===== src/rtl/idli_trace_m.sv =====
// PC/stall trace capture: assembles a nibble-serial PC and queues {pc, stalls} records on each completed instruction.
// A record is visible one cycle after its push; it holds while i_trace_rdy is low, and a push into a full FIFO without a pop is dropped and counted.
module idli_trace_m #(
    parameter int NIB_W   = 4,
    parameter int WORD_W  = 16,
    parameter int PC_OFS  = 1,
    parameter int DEPTH   = 8,
    parameter int STALL_W = 8
) (
    input  logic               i_trace_gck,
    input  logic               i_trace_rst_n,
    input  logic               i_trace_en,
    input  logic [NIB_W-1:0]   i_trace_nib,
    input  logic               i_trace_instr_done,
    input  logic               i_trace_stall,
    output logic               o_trace_vld,
    input  logic               i_trace_rdy,
    output logic [WORD_W-1:0]  o_trace_pc,
    output logic [STALL_W-1:0] o_trace_stalls,
    output logic               o_trace_ovf,
    output logic [STALL_W-1:0] o_trace_drop_cnt
);
    localparam int PTR_W = $clog2(DEPTH);
    localparam int CNT_W = PTR_W + 1;

    typedef struct packed {
        logic [WORD_W-1:0]  pc;
        logic [STALL_W-1:0] stalls;
    } rec_t;

    logic [WORD_W-1:0]  pc_q, pc_d;
    logic [STALL_W-1:0] stall_q, stall_d;
    logic [PTR_W-1:0]   wr_ptr_q, wr_ptr_d, rd_ptr_q, rd_ptr_d;
    logic [CNT_W-1:0]   cnt_q, cnt_d;
    logic               ovf_q, ovf_d;
    logic [STALL_W-1:0] drop_q, drop_d;

    rec_t               mem [DEPTH];
    rec_t               wr_rec;
    rec_t               rd_rec;
    logic [STALL_W-1:0] rec_stalls;
    logic               push, pop, full, wr_en, drop;

    always_comb begin
        pc_d       = {i_trace_nib, pc_q[WORD_W-1:NIB_W]};
        rec_stalls = stall_q;
        if (i_trace_stall && !(&stall_q)) begin
            rec_stalls = stall_q + STALL_W'(1);
        end
        // The counter restarts on every completed instruction, traced or not.
        stall_d       = i_trace_instr_done ? '0 : rec_stalls;
        wr_rec.pc     = pc_d - WORD_W'(PC_OFS);
        wr_rec.stalls = rec_stalls;
    end

    assign push  = i_trace_instr_done & i_trace_en;
    assign pop   = o_trace_vld & i_trace_rdy;
    assign full  = (cnt_q == CNT_W'(DEPTH));
    // When full, a concurrent pop frees the slot the write lands in.
    assign wr_en = push & (~full | pop);
    assign drop  = push & full & ~pop;

    always_comb begin
        wr_ptr_d = wr_ptr_q;
        rd_ptr_d = rd_ptr_q;
        cnt_d    = cnt_q;
        ovf_d    = ovf_q | drop;
        drop_d   = drop_q;
        if (wr_en) begin
            wr_ptr_d = wr_ptr_q + PTR_W'(1);
        end
        if (pop) begin
            rd_ptr_d = rd_ptr_q + PTR_W'(1);
        end
        if (wr_en && !pop) begin
            cnt_d = cnt_q + CNT_W'(1);
        end else if (pop && !wr_en) begin
            cnt_d = cnt_q - CNT_W'(1);
        end
        if (drop && !(&drop_q)) begin
            drop_d = drop_q + STALL_W'(1);
        end
    end

    always_ff @(posedge i_trace_gck or negedge i_trace_rst_n) begin
        if (!i_trace_rst_n) begin
            pc_q     <= '0;
            stall_q  <= '0;
            wr_ptr_q <= '0;
            rd_ptr_q <= '0;
            cnt_q    <= '0;
            ovf_q    <= 1'b0;
            drop_q   <= '0;
        end else begin
            pc_q     <= pc_d;
            stall_q  <= stall_d;
            wr_ptr_q <= wr_ptr_d;
            rd_ptr_q <= rd_ptr_d;
            cnt_q    <= cnt_d;
            ovf_q    <= ovf_d;
            drop_q   <= drop_d;
        end
    end

    always_ff @(posedge i_trace_gck) begin
        if (wr_en) begin
            mem[wr_ptr_q] <= wr_rec;
        end
    end

    // Storage is not reset, so the outputs are masked to zero while empty.
    assign rd_rec           = mem[rd_ptr_q];
    assign o_trace_vld      = (cnt_q != '0);
    assign o_trace_pc       = o_trace_vld ? rd_rec.pc : '0;
    assign o_trace_stalls   = o_trace_vld ? rd_rec.stalls : '0;
    assign o_trace_ovf      = ovf_q;
    assign o_trace_drop_cnt = drop_q;
endmodule

===== config.mk =====
export PLATFORM = sky130hd
export DESIGN_NAME = idli_trace_m
export DESIGN_NICKNAME = d
export VERILOG_FILES = /design/src/rtl/idli_trace_m.sv
export SDC_FILE = /design/constraint.sdc
export NUM_CORES = 1
export LEC_CHECK = 0
export ABC_AREA = 0
export ABC_CLOCK_PERIOD_IN_PS = 5200
export BUFFER_PORTS_ARGS = -buffer_cell sky130_fd_sc_hd__buf_2
export CORE_AREA = 4 4 136 151
export CTS_BUF_LIST = sky130_fd_sc_hd__clkbuf_8
export DETAILED_ROUTE_END_ITERATION = 8
export DIE_AREA = 0 0 140 155
export HOLD_SLACK_MARGIN = 0.15
export PLACE_DENSITY_LB_ADDON = 0.3
export SLEW_MARGIN = 20
export SYNTH_ARGS = -nofsm -noshare
export SYNTH_HDL_FRONTEND = slang
export SYNTH_SLANG_ARGS = --single-unit

===== constraint.sdc =====
create_clock -name i_trace_gck -period 5.2 [get_ports i_trace_gck]
set_clock_uncertainty 0.05 [all_clocks]
set_input_delay 0.52 -clock i_trace_gck [delete_from_list [all_inputs] [get_ports i_trace_gck]]
set_output_delay 0.52 -clock i_trace_gck [all_outputs]
set_load 0.02 [all_outputs]

==> results of run 1 <==
## worst max path at each step
stage / slack [ns] / cells past startpoint / end
floorplan: 1.78 / 5 / mem[0][0]$_DFFE_PP_
global placement: 2.32 / 10 / cnt_q[3]$_DFFE_PN0P_
detailed placement: 2.22 / 10 / cnt_q[3]$_DFFE_PN0P_
CTS: 1.82 / 4 / o_trace_pc[14]
global route: 1.83 / 10 / cnt_q[3]$_DFFE_PN0P_
finish: 2.14 / 5 / o_trace_pc[7]
## report_power, final
part | switching, µW | internal, µW
Clock | 690 | 920
Combinational | 933 | 735
Sequential | 159 | 2200
Total | 1780 | 3850
## stage by stage
step	setup WS [ns]	instance area (µm²)	total power (µW)	utilization, %
after floorplan	1.776	9330	3582	-
after global placement	2.320	9852	4039	51.95
after detailed placement	2.221	9852	4074	51.95
after CTS	1.818	10690	5685	56.34
after global routing	1.831	10710	5934	56.49
final	2.137	10710	5633	56.49
## cell type report
type	count	area (µm²)	share of cell area [%]
Sequential cell	231	6746	62.98
Multi-Input combinational cell	241	2521	23.53
Clock buffer	44	605.6	5.653
Timing Repair Buffer	54	330.3	3.083
Tap cell	247	309.0	2.885
Clock inverter	25	177.7	1.658
Inverter	6	22.52	0.2102
## cells by family after synthesis
family / after synthesis / share of synthesized area [%]
buffers and inverters: 25 / 1.314
XOR/XNOR: 29 / 2.803
flip-flops: 231 / 72.25
AO/OA/AOI/OAI: 16 / 1.100
multiplexers: 79 / 14.99
adder cells (fa/ha/maj): 9 / 1.287
AND/OR/NAND/NOR: 108 / 6.249
## metal layers
metal / part of all wire [%] / wire (µm) / global-route usage [%]
met1: 42 / 7563 / 22.47
met4: 1.6 / 294 / 6.045
met5: 0 / 0 / 0
met2: 51 / 9145 / 29.34
met3: 5.3 / 948 / 3.259
## sequential cells by signal, summed over array words and instances (netlist names)
register	flops
wr_ptr_q	3
cnt_q	4
stall_q	8
rd_ptr_q	3
mem	192
pc_q	12
o_trace_ovf	1
o_trace_drop_cnt	8
## worst reg2reg max path, stage by stage (launching register included)
cell	delay, ns
dfrtp_1	0.47
nor4_4	0.29
buf_4	0.36
inv_1	0.13
nand2_1	0.16
ha_1	0.23
inv_1	0.12
ha_1	0.29
a21o_1	0.20
a2111oi_0	0.40
o31ai_1	0.14
## cell usage after synthesis (all sizes together) (10+ instances only)
cell type / instances
nor3: 15
xor2: 14
dfrtp: 39
buf: 11
nand2: 16
edfxtp: 192
nand3: 10
nor2: 37
xnor2: 15
mux4: 48
mux2i: 25
## repair_timing
action / 4_1_cts / 5_1_grt
hold buffers: 5 / 0
setup endpoints to repair: 0 / 0
endpoints found under the hold margin: 43 / 0
==> flow_summary.json, run 1 <==
{
  "status": "finished, final reports clean",
  "drive_gt1_share_pct": 28.79,
  "root_buffer": "clkbuf_8",
  "worst_pin_slew_ns": 0.9907,
  "clk_pin_slew_ns": 0.07,
  "io_buffers": 43,
  "synthesis.nets": 516,
  "netlist_instances": 497,
  "ys_top_cells_by_area": "edfxtp_1, mux4_2, dfrtp_1, mux2i_1, nor2_1",
  "gp_routability_congestion": 0.7259,
  "synth_top_flop_cell": "edfxtp_1",
  "cp-end-kind": "output port",
  "rows": 53,
  "synth_top_area_share_pct": 61.79,
  "grt_overflow": 0,
  "yosys.area.top_type": "edfxtp_1",
  "die_y_um": 155,
  "tritoncts": "built",
  "htree_levels": 2,
  "finalHoldViolations": 0,
  "clk_latency_ns": 0.52,
  "hold_start": "i_trace_rdy",
  "worst_ep_required_time_ns": 4.63,
  "critPathLaunch": "rd_ptr_q[0]$_DFFE_PN0N_",
  "placed_cells": 773,
  "setup_viol": 0,
  "arrival_ns": 2.49,
  "vias": 4696,
  "grt_max_degree": 51,
  "num_antenna_cells": 0,
  "hold-path-endpoint": "rd_ptr_q[2]$_DFFE_PN0N_",
  "slew_viol_final": 0,
  "path_class": "reg -> out",
  "pin_count": 44,
  "cpLargestDelayFamily": "multiplexers",
  "drc_errors": 0,
  "final_common_cell": "edfxtp_1",
  "cp_max_fo": 36,
  "cts_resized": 0,
  "drtAntennaViolNets": 0,
  "async_reset_ff_share_pct": 16.88,
  "max_slew_margin_pct": 33.36,
  "layout.cells.non_filler": 848,
  "cp-start-kind": "flop",
  "ys_ff_latch": 231,
  "yosysWarnings": 0,
  "netlist_area_um2": 9330,
  "crit_chain": "buf_16 > mux4_2 > mux2i_1 > nor2_1 > buf_2",
  "n_fill_cell": 1479,
  "cts_buffers": 38,
  "finalCritPeriodShare_pct": 58.91,
  "dieArea_um2": 21700,
  "fmax_mhz": 326.5,
  "rsz0062_at_grt": "no",
  "layout_common_cells": "edfxtp_1, mux4_2, clkbuf_8",
  "nets": 591,
  "cts_buffer_depth": 3,
  "avgSynthCellArea_um2": 18.77,
  "p_per_area_nw_per_um2": 525.8,
  "routed_via_density": 5.538,
  "p_leak_uw": 0.003840,
  "grt_pass1_vias": 5220,
  "r2r_cells": 10,
  "r2r-start": "cnt_q[1]$_DFFE_PN0P_",
  "worst-path-buf-inv": 2,
  "drt_wl_total_um": 17950,
  "core_um2": 18970,
  "hp-class": "in -> reg",
  "antenna_found_initial": 0,
  "drt_iter0_drc": 220,
  "r2r_slack_ns": 2.21,
  "peakVddDrop_mv": 0.2987,
  "synthDistinctLibCells": 45,
  "holdPathStages": 3,
  "cpMaxStageDelayCell": "dfrtp_4",
  "clock_sinks": 231,
  "r2r-end": "cnt_q[3]$_DFFE_PN0P_",
  "hpwl_um": 10010,
  "first_pass_iters": 4,
  "grt_pass1_wl_um": 28800,
  "tns_ns": 0,
  "grt_usage_pct": 17.24,
  "max_stage_delay_ns": 0.64,
  "cts_setup_buffers": 0,
  "die_w_um": 140,
  "drv_cap": 0,
  "min_period_ns": 3.063,
  "wl_per_cell_um": 21.17,
  "synth-edff-count": 192,
  "start_util_pct": 49.20,
  "syn_to_final_growth_pct": 14.82,
  "fin_hold_ws_ns": 0.2488,
  "synth.yosys.seq_area_share_pct": 72.25
}
(Power assumes the default switching activity.)
==> run 2: changes to the inputs <==
--- a/config.mk
+++ b/config.mk
@@ -5,13 +5,13 @@
 export SDC_FILE = /design/constraint.sdc
 export NUM_CORES = 1
 export LEC_CHECK = 0
-export ABC_AREA = 0
-export ABC_CLOCK_PERIOD_IN_PS = 5200
+export ABC_AREA = 1
+export ABC_CLOCK_PERIOD_IN_PS = 2900
 export BUFFER_PORTS_ARGS = -buffer_cell sky130_fd_sc_hd__buf_2
-export CORE_AREA = 4 4 136 151
+export CORE_AREA = 4 4 142 158
 export CTS_BUF_LIST = sky130_fd_sc_hd__clkbuf_8
 export DETAILED_ROUTE_END_ITERATION = 8
-export DIE_AREA = 0 0 140 155
+export DIE_AREA = 0 0 146 162
 export HOLD_SLACK_MARGIN = 0.15
 export PLACE_DENSITY_LB_ADDON = 0.3
 export SLEW_MARGIN = 20
==> constraint.sdc (replaced) <==
create_clock -name i_trace_gck -period 2.9 [get_ports i_trace_gck]
set_clock_uncertainty 0.05 [all_clocks]
set_input_delay 0.29 -clock i_trace_gck [delete_from_list [all_inputs] [get_ports i_trace_gck]]
set_output_delay 0.29 -clock i_trace_gck [all_outputs]
set_load 0.02 [all_outputs]
==> run 2 against run 1 <==
Die area increased by 9.0%. Non-clock buffer count is 18 higher. First-iteration DRC count increased by 130%. Critical path depth rose by 3. Power increased by 90%. Sequential share of layout area fell by 4.9 points. Combinational power up 130%. Final area up 8.4%. Via count grew 48%. Routed wire length grew 17%.
==> flow_summary.json, run 2 <==
{
  "status": "finished, final reports clean",
  "r2r-start": "cnt_q[1]$_DFFE_PN0P_",
  "top_register": "mem",
  "largestRegisters": "mem (192), pc_q (12)",
  "r2r_cells": 13,
  "htree_levels": 2,
  "first_pass_iters": 5,
  "tritoncts": "built",
  "die_w_um": 146,
  "grt_overflow": 0,
  "cp-start-kind": "flop",
  "drt_wl_total_um": 21020,
  "r2r_slack_ns": 0.68,
  "r2r-end": "cnt_q[3]$_DFFE_PN0P_",
  "yosysWarnings": 0,
  "crit_chain": "buf_12 > nor2_1 > nor2_1 > o21ai_0 > nand2_1 > nor2_1 > nor2_1 > buf_2",
  "setup_viol": 0,
  "synth_top_area_share_pct": 56.28,
  "grt_usage_pct": 18.10,
  "slew_viol_final": 0,
  "arrival_ns": 2.27,
  "finish.utilization_pct": 55.45,
  "rsz0062_at_grt": "no",
  "finalHoldViolations": 0,
  "hp-class": "in -> reg",
  "largest_reg_flops": 192,
  "p_leak_uw": 0.004989,
  "max_slew_margin_pct": 35.64,
  "async_reset_ff_share_pct": 16.88,
  "antenna_found_initial": 0,
  "finalCritPeriodShare_pct": 89.96,
  "topRoutingLayerUsed": "met4",
  "cts_buffer_depth": 3,
  "grt_max_degree": 146,
  "clk_latency_ns": 0.53,
  "hpwl_um": 12010,
  "cp-end-kind": "output port",
  "syn_to_final_growth_pct": 13.40,
  "wl_met2_um": 10340,
  "ys_ff_latch": 231,
  "crit_top_cell": "nor2_1",
  "worst_pin_slew_ns": 0.9653,
  "synth_top_flop_cell": "edfxtp_1",
  "cts_resized": 0,
  "clock_sinks": 231,
  "fmax_mhz": 383.3,
  "drtAntennaViolNets": 0,
  "drive_gt1_share_pct": 11.88,
  "final_common_cell": "nor2_1",
  "seqCellArea_um2": 6748,
  "hold-path-endpoint": "pc_q[14]$_DFF_PN0_",
  "cp_max_fo": 145,
  "hold_start": "i_trace_nib[2]",
  "synth.top_cells.by_count": "nor2_1, nand2_1, edfxtp_1",
  "routed_via_density": 4.937,
  "ys_top_cells_by_area": "edfxtp_1, nor2_1, dfrtp_1, nand2_1, inv_1",
  "cpMaxStageDelayCell": "buf_12",
  "gp_routability_congestion": 0.8256,
  "crit_cells": 8,
  "pin_count": 44,
  "drt_iter0_drc": 504,
  "synthDistinctLibCells": 28,
  "drv_cap": 0,
  "n_fill_cell": 1774,
  "grt_pass1_vias": 6621,
  "rows": 56,
  "max_stage_delay_ns": 0.47,
  "yosysMostFrequentCell": "nor2_1",
  "synth.yosys.seq_area_share_pct": 65.81,
  "dieArea_um2": 23650,
  "peakVddDrop_mv": 0.5792,
  "num_antenna_cells": 0,
  "clk_pin_slew_ns": 0.06,
  "wl_met3_um": 1073,
  "root_buffer": "clkbuf_8",
  "grt_pass1_wl_um": 33910,
  "io_buffers": 43,
  "synth-edff-count": 192,
  "nets": 1137,
  "tns_ns": 0,
  "yosys.area.top_type": "edfxtp_1",
  "drt-met1-wl_um": 9161,
  "layout_common_cells": "nor2_1, nand2_1, edfxtp_1",
  "cts_buffers": 37,
  "vias": 6942,
  "path_class": "reg -> out",
  "holdPathStages": 2,
  "die_y_um": 162,
  "p_per_area_nw_per_um2": 923.6,
  "worst_ep_required_time_ns": 2.56,
  "multi_input_area_um2": 2957,
  "core_um2": 20950,
  "wl_per_cell_um": 14.95,
  "min_period_ns": 2.609,
  "synthesis.nets": 1066,
  "netlist_area_um2": 10240,
  "cpLargestDelayFamily": "buffers and inverters",
  "worst-path-buf-inv": 2,
  "start_util_pct": 48.90,
  "avgSynthCellArea_um2": 9.784,
  "drc_errors": 0,
  "netlist_instances": 1047
}
-- run 2: cell types whose count changed in the layout (fill, tap and decap cells not counted), sizes merged, moves of 13 or more --
cell / before / now
nand3: 10 / 45
mux4: 48 / 0
mux2i: 25 / 0
inv: 15 / 100
buf: 49 / 62
nor2: 37 / 284
nand2: 16 / 259
nor3: 15 / 1
o21ai: 6 / 53
-- run 2: timing repair --
action	4_1_cts	5_1_grt
hold endpoints to repair	54	0
setup endpoints to repair	0	0
buffers inserted	0	0
hold buffers	10	0
-- run 2: worst max path at each step --
| stage | from | end | slack (ns) |
|---|---|---|---|
| 2_1_floorplan | i_trace_instr_done | mem[0][0]$_DFFE_PP_ | 0.47 |
| 3_3_place_gp | cnt_q[0]$_DFFE_PN0P_ | cnt_q[3]$_DFFE_PN0P_ | 0.77 |
| 3_5_place_dp | cnt_q[1]$_DFFE_PN0P_ | cnt_q[3]$_DFFE_PN0P_ | 0.70 |
| 4_1_cts | rd_ptr_q[0]$_DFFE_PN0N_ | o_trace_pc[6] | 0.28 |
| 5_1_grt | rd_ptr_q[0]$_DFFE_PN0N_ | o_trace_pc[11] | 0.10 |
| 6_report | rd_ptr_q[0]$_DFFE_PN0N_ | o_trace_pc[5] | 0.29 |
-- run 2: power by group --
group	switching (µW)	internal, µW	total (µW)	leakage [µW]
Sequential	155	3890	4040	0.00224
Combinational	2670	1240	3910	0.00232
Clock	1220	1560	2770	0.000426
-- run 2: through the flow --
| step | hold WS (ns) | setup WS [ns] | cell area, µm² | std cells | total power (µW) |
|---|---|---|---|---|---|
| after floorplan | -0.05559 | 0.4687 | 10240 | 1047 | 6954 |
| after global placement | 0.3681 | 0.7740 | 10760 | 1330 | 7990 |
| final | 0.3771 | 0.2911 | 11620 | 1406 | 10730 |
| after global routing | 0.3754 | 0.1004 | 11620 | 1406 | 11490 |
| after detailed placement | 0.3701 | 0.6968 | 10760 | 1330 | 8055 |
| after CTS | 0.3421 | 0.2810 | 11620 | 1406 | 10870 |
-- run 2: layer usage --
layer  track usage (%)  vias up
met5                 0        -
met3             3.432       39
met2             31.18      163
met1             23.29     3233
li1                  -     3507
met4             6.031        0
-- run 2: cells by family after synthesis --
logic type | after synthesis | synth area share [%]
AND/OR/NAND/NOR | 599 | 22.96
AO/OA/AOI/OAI | 59 | 2.907
XOR/XNOR | 19 | 1.625
buffers and inverters | 130 | 5.521
flip-flops | 231 | 65.81
adder cells (fa/ha/maj) | 9 | 1.173
-- run 2: layout make-up --
| type | count | share of cell area, % |
|---|---|---|
| clock buffers | 44 | 5.213 |
| clock inverters | 22 | 1.260 |
| multi-input cells | 686 | 25.45 |
| flip-flops and latches | 231 | 58.09 |
| well taps | 261 | 2.811 |
| repair buffers | 72 | 4.265 |
| inverters | 90 | 2.908 |
==> run 3: changes to the inputs <==
--- a/config.mk
+++ b/config.mk
@@ -6,7 +6,7 @@
 export NUM_CORES = 1
 export LEC_CHECK = 0
 export ABC_AREA = 1
-export ABC_CLOCK_PERIOD_IN_PS = 2900
+export ABC_CLOCK_PERIOD_IN_PS = 3200
 export BUFFER_PORTS_ARGS = -buffer_cell sky130_fd_sc_hd__buf_2
 export CORE_AREA = 4 4 142 158
 export CTS_BUF_LIST = sky130_fd_sc_hd__clkbuf_8
==> constraint.sdc (replaced) <==
create_clock -name i_trace_gck -period 3.2 [get_ports i_trace_gck]
set_clock_uncertainty 0.05 [all_clocks]
set_input_delay 0.32 -clock i_trace_gck [delete_from_list [all_inputs] [get_ports i_trace_gck]]
set_output_delay 0.32 -clock i_trace_gck [all_outputs]
set_load 0.02 [all_outputs]
==> run 3 against run 2 <==
Via count is 1.3% higher. Critical path depth is 1 lower. Sequential power is 7.9% lower. Routed wire length is 4.3% higher. Highest routed layer unchanged. Clock power is 14% lower. Final area is 0.70% lower. Sequential share of layout area is 0.41 points higher. Final cell count hardly changed. Register-to-register slack better by 0.28 ns. Setup slack better by 0.13 ns.
==> flow_summary.json, run 3 (synthesized netlist as in run 2, its figures left out) <==
{
  "cp_max_fo": 44,
  "drt_iter0_drc": 603,
  "arrival_ns": 2.41,
  "largestRegisters": "mem (192), pc_q (12)",
  "vias": 7031,
  "clk_pin_slew_ns": 0.06,
  "path_class": "reg -> out",
  "min_period_ns": 2.783,
  "final_area_um2": 11530,
  "grt_pass1_wl_um": 35960,
  "die_w_um": 146,
  "hpwl_um": 13050,
  "placed_area_um2": 10730,
  "slew_viol_final": 0,
  "num_antenna_cells": 0,
  "grt_usage_pct": 19.05,
  "drt_wl_total_um": 21920,
  "cts_resized": 0,
  "fin_ws_ns": 0.4165,
  "final_common_cell": "nor2_1",
  "cts_buffer_depth": 3,
  "p_leak_uw": 0.004967,
  "cts_buffers": 38,
  "met1_usage_pct": 25.25,
  "wl_per_cell_um": 15.60,
  "tns_ns": 0,
  "p_per_area_nw_per_um2": 831.8,
  "syn_to_final_growth_pct": 12.61,
  "grt-busiest-layer": "met2",
  "start_util_pct": 48.90,
  "first_pass_iters": 7,
  "n_fill_cell": 1839,
  "dp_slack_ns": 0.9483,
  "die_y_um": 162,
  "rows": 56,
  "cp-end-kind": "output port",
  "layout_common_cells": "nor2_1, nand2_1, edfxtp_1",
  "dieArea_um2": 23650,
  "met3_usage_pct": 3.599,
  "nets": 1136,
  "worst_ep_required_time_ns": 2.83,
  "drive_gt1_share_pct": 11.36,
  "largest_reg_flops": 192,
  "drv_cap": 0,
  "routed_via_density": 5.004,
  "pin_count": 44,
  "rsz0062_at_grt": "no",
  "io_buffers": 43,
  "grt_use_met2_pct": 32.09,
  "fmax_mhz": 359.3,
  "antenna_found_initial": 0,
  "fin_hold_ws_ns": 0.4060,
  "status": "finished, final reports clean",
  "htree_levels": 2,
  "drc_errors": 0,
  "cp-start-kind": "flop",
  "grt_overflow": 0,
  "grt_max_degree": 146,
  "clock_sinks": 231,
  "setup_viol": 0,
  "max_slew_margin_pct": 41.16,
  "hp-class": "in -> async",
  "gp_routability_congestion": 0.8173,
  "top_register": "mem",
  "peakVddDrop_mv": 0.5960,
  "worst_pin_slew_ns": 0.8827,
  "grt_pass1_vias": 6998,
  "core_um2": 20950,
  "finalHoldViolations": 0,
  "finalCritPeriodShare_pct": 86.98,
  "clk_latency_ns": 0.53,
  "tritoncts": "built",
  "drtAntennaViolNets": 0,
  "root_buffer": "clkbuf_8"
}
[run 3: changes by cell type in the layout (fill, tap and decap cells not counted)]
cell           delta
buf_4             +1
clkinv_1          -1
buf_12            -2
clkinvlp_4        +1
clkinv_2          -4
inv_1             +7
bufinv_16         -1
clkbuf_8          -2
dlygate4sd3_1     -1
inv_6             +1
[run 3: layout make-up]
cell class / count / area [µm²] / share of cell area [%]
Timing Repair Buffer: 70 / 452.9 / 3.927
Sequential cell: 231 / 6748 / 58.50
Tap cell: 261 / 326.6 / 2.831
Inverter: 90 / 337.8 / 2.929
Clock inverter: 25 / 135.1 / 1.171
Clock buffer: 42 / 578.1 / 5.011
Multi-Input combinational cell: 686 / 2957 / 25.63
[run 3: worst max-delay path, stage by stage, from the launching register on]
cell     delay, ns
dfrtp_4       0.49
inv_2         0.55
buf_4         0.27
o21ai_1       0.08
nand2_1       0.07
nor2_1        0.05
nor2_1        0.14
buf_2         0.19
[run 3: final timing paths]
check / from / endpoint / slack [ns] / depth (start not counted)
hold reg to reg: pc_q[10]$_DFF_PN0_ / pc_q[6]$_DFF_PN0_ / 0.41 / 0
min in group i_trace_gck: i_trace_nib[3] / pc_q[15]$_DFF_PN0_ / 0.41 / 2
hold / removal: i_trace_rst_n / o_trace_drop_cnt[0]$_DFFE_PN0P_ / 0.41 / 2
max in group asynchronous: i_trace_rst_n / rd_ptr_q[0]$_DFFE_PN0N_ / 2.05 / 2
setup reg to reg: cnt_q[1]$_DFFE_PN0P_ / cnt_q[3]$_DFFE_PN0P_ / 0.96 / 13
setup / recovery: rd_ptr_q[0]$_DFFE_PN0N_ / o_trace_stalls[4] / 0.42 / 7
[run 3: what timing repair did]
action | 4_1_cts | 5_1_grt
buffers inserted | 0 | 0
endpoints found under the hold margin | 54 | 0
hold buffers | 9 | 0
[run 3: power by group]
group | switching (µW) | internal [µW]
Clock | 1100 | 1290
Combinational | 2400 | 1090
Sequential | 200 | 3520
Total | 3700 | 5900
[run 3: metrics by stage]
stage	utilization [%]	power, µW	cells
floorplan	-	6302	1047
global placement	51.22	7250	1329
detailed placement	51.22	7289	1329
CTS	55.06	9701	1405
global route	55.06	10310	1405
finish	55.06	9595	1405
[run 3: layer usage]
| layer | vias up | wire [µm] |
|---|---|---|
| li1 | 3504 | - |
| met1 | 3292 | 9363 |
| met5 | - | 0 |
| met4 | 0 | 422 |
| met2 | 198 | 10780 |
| met3 | 37 | 1358 |
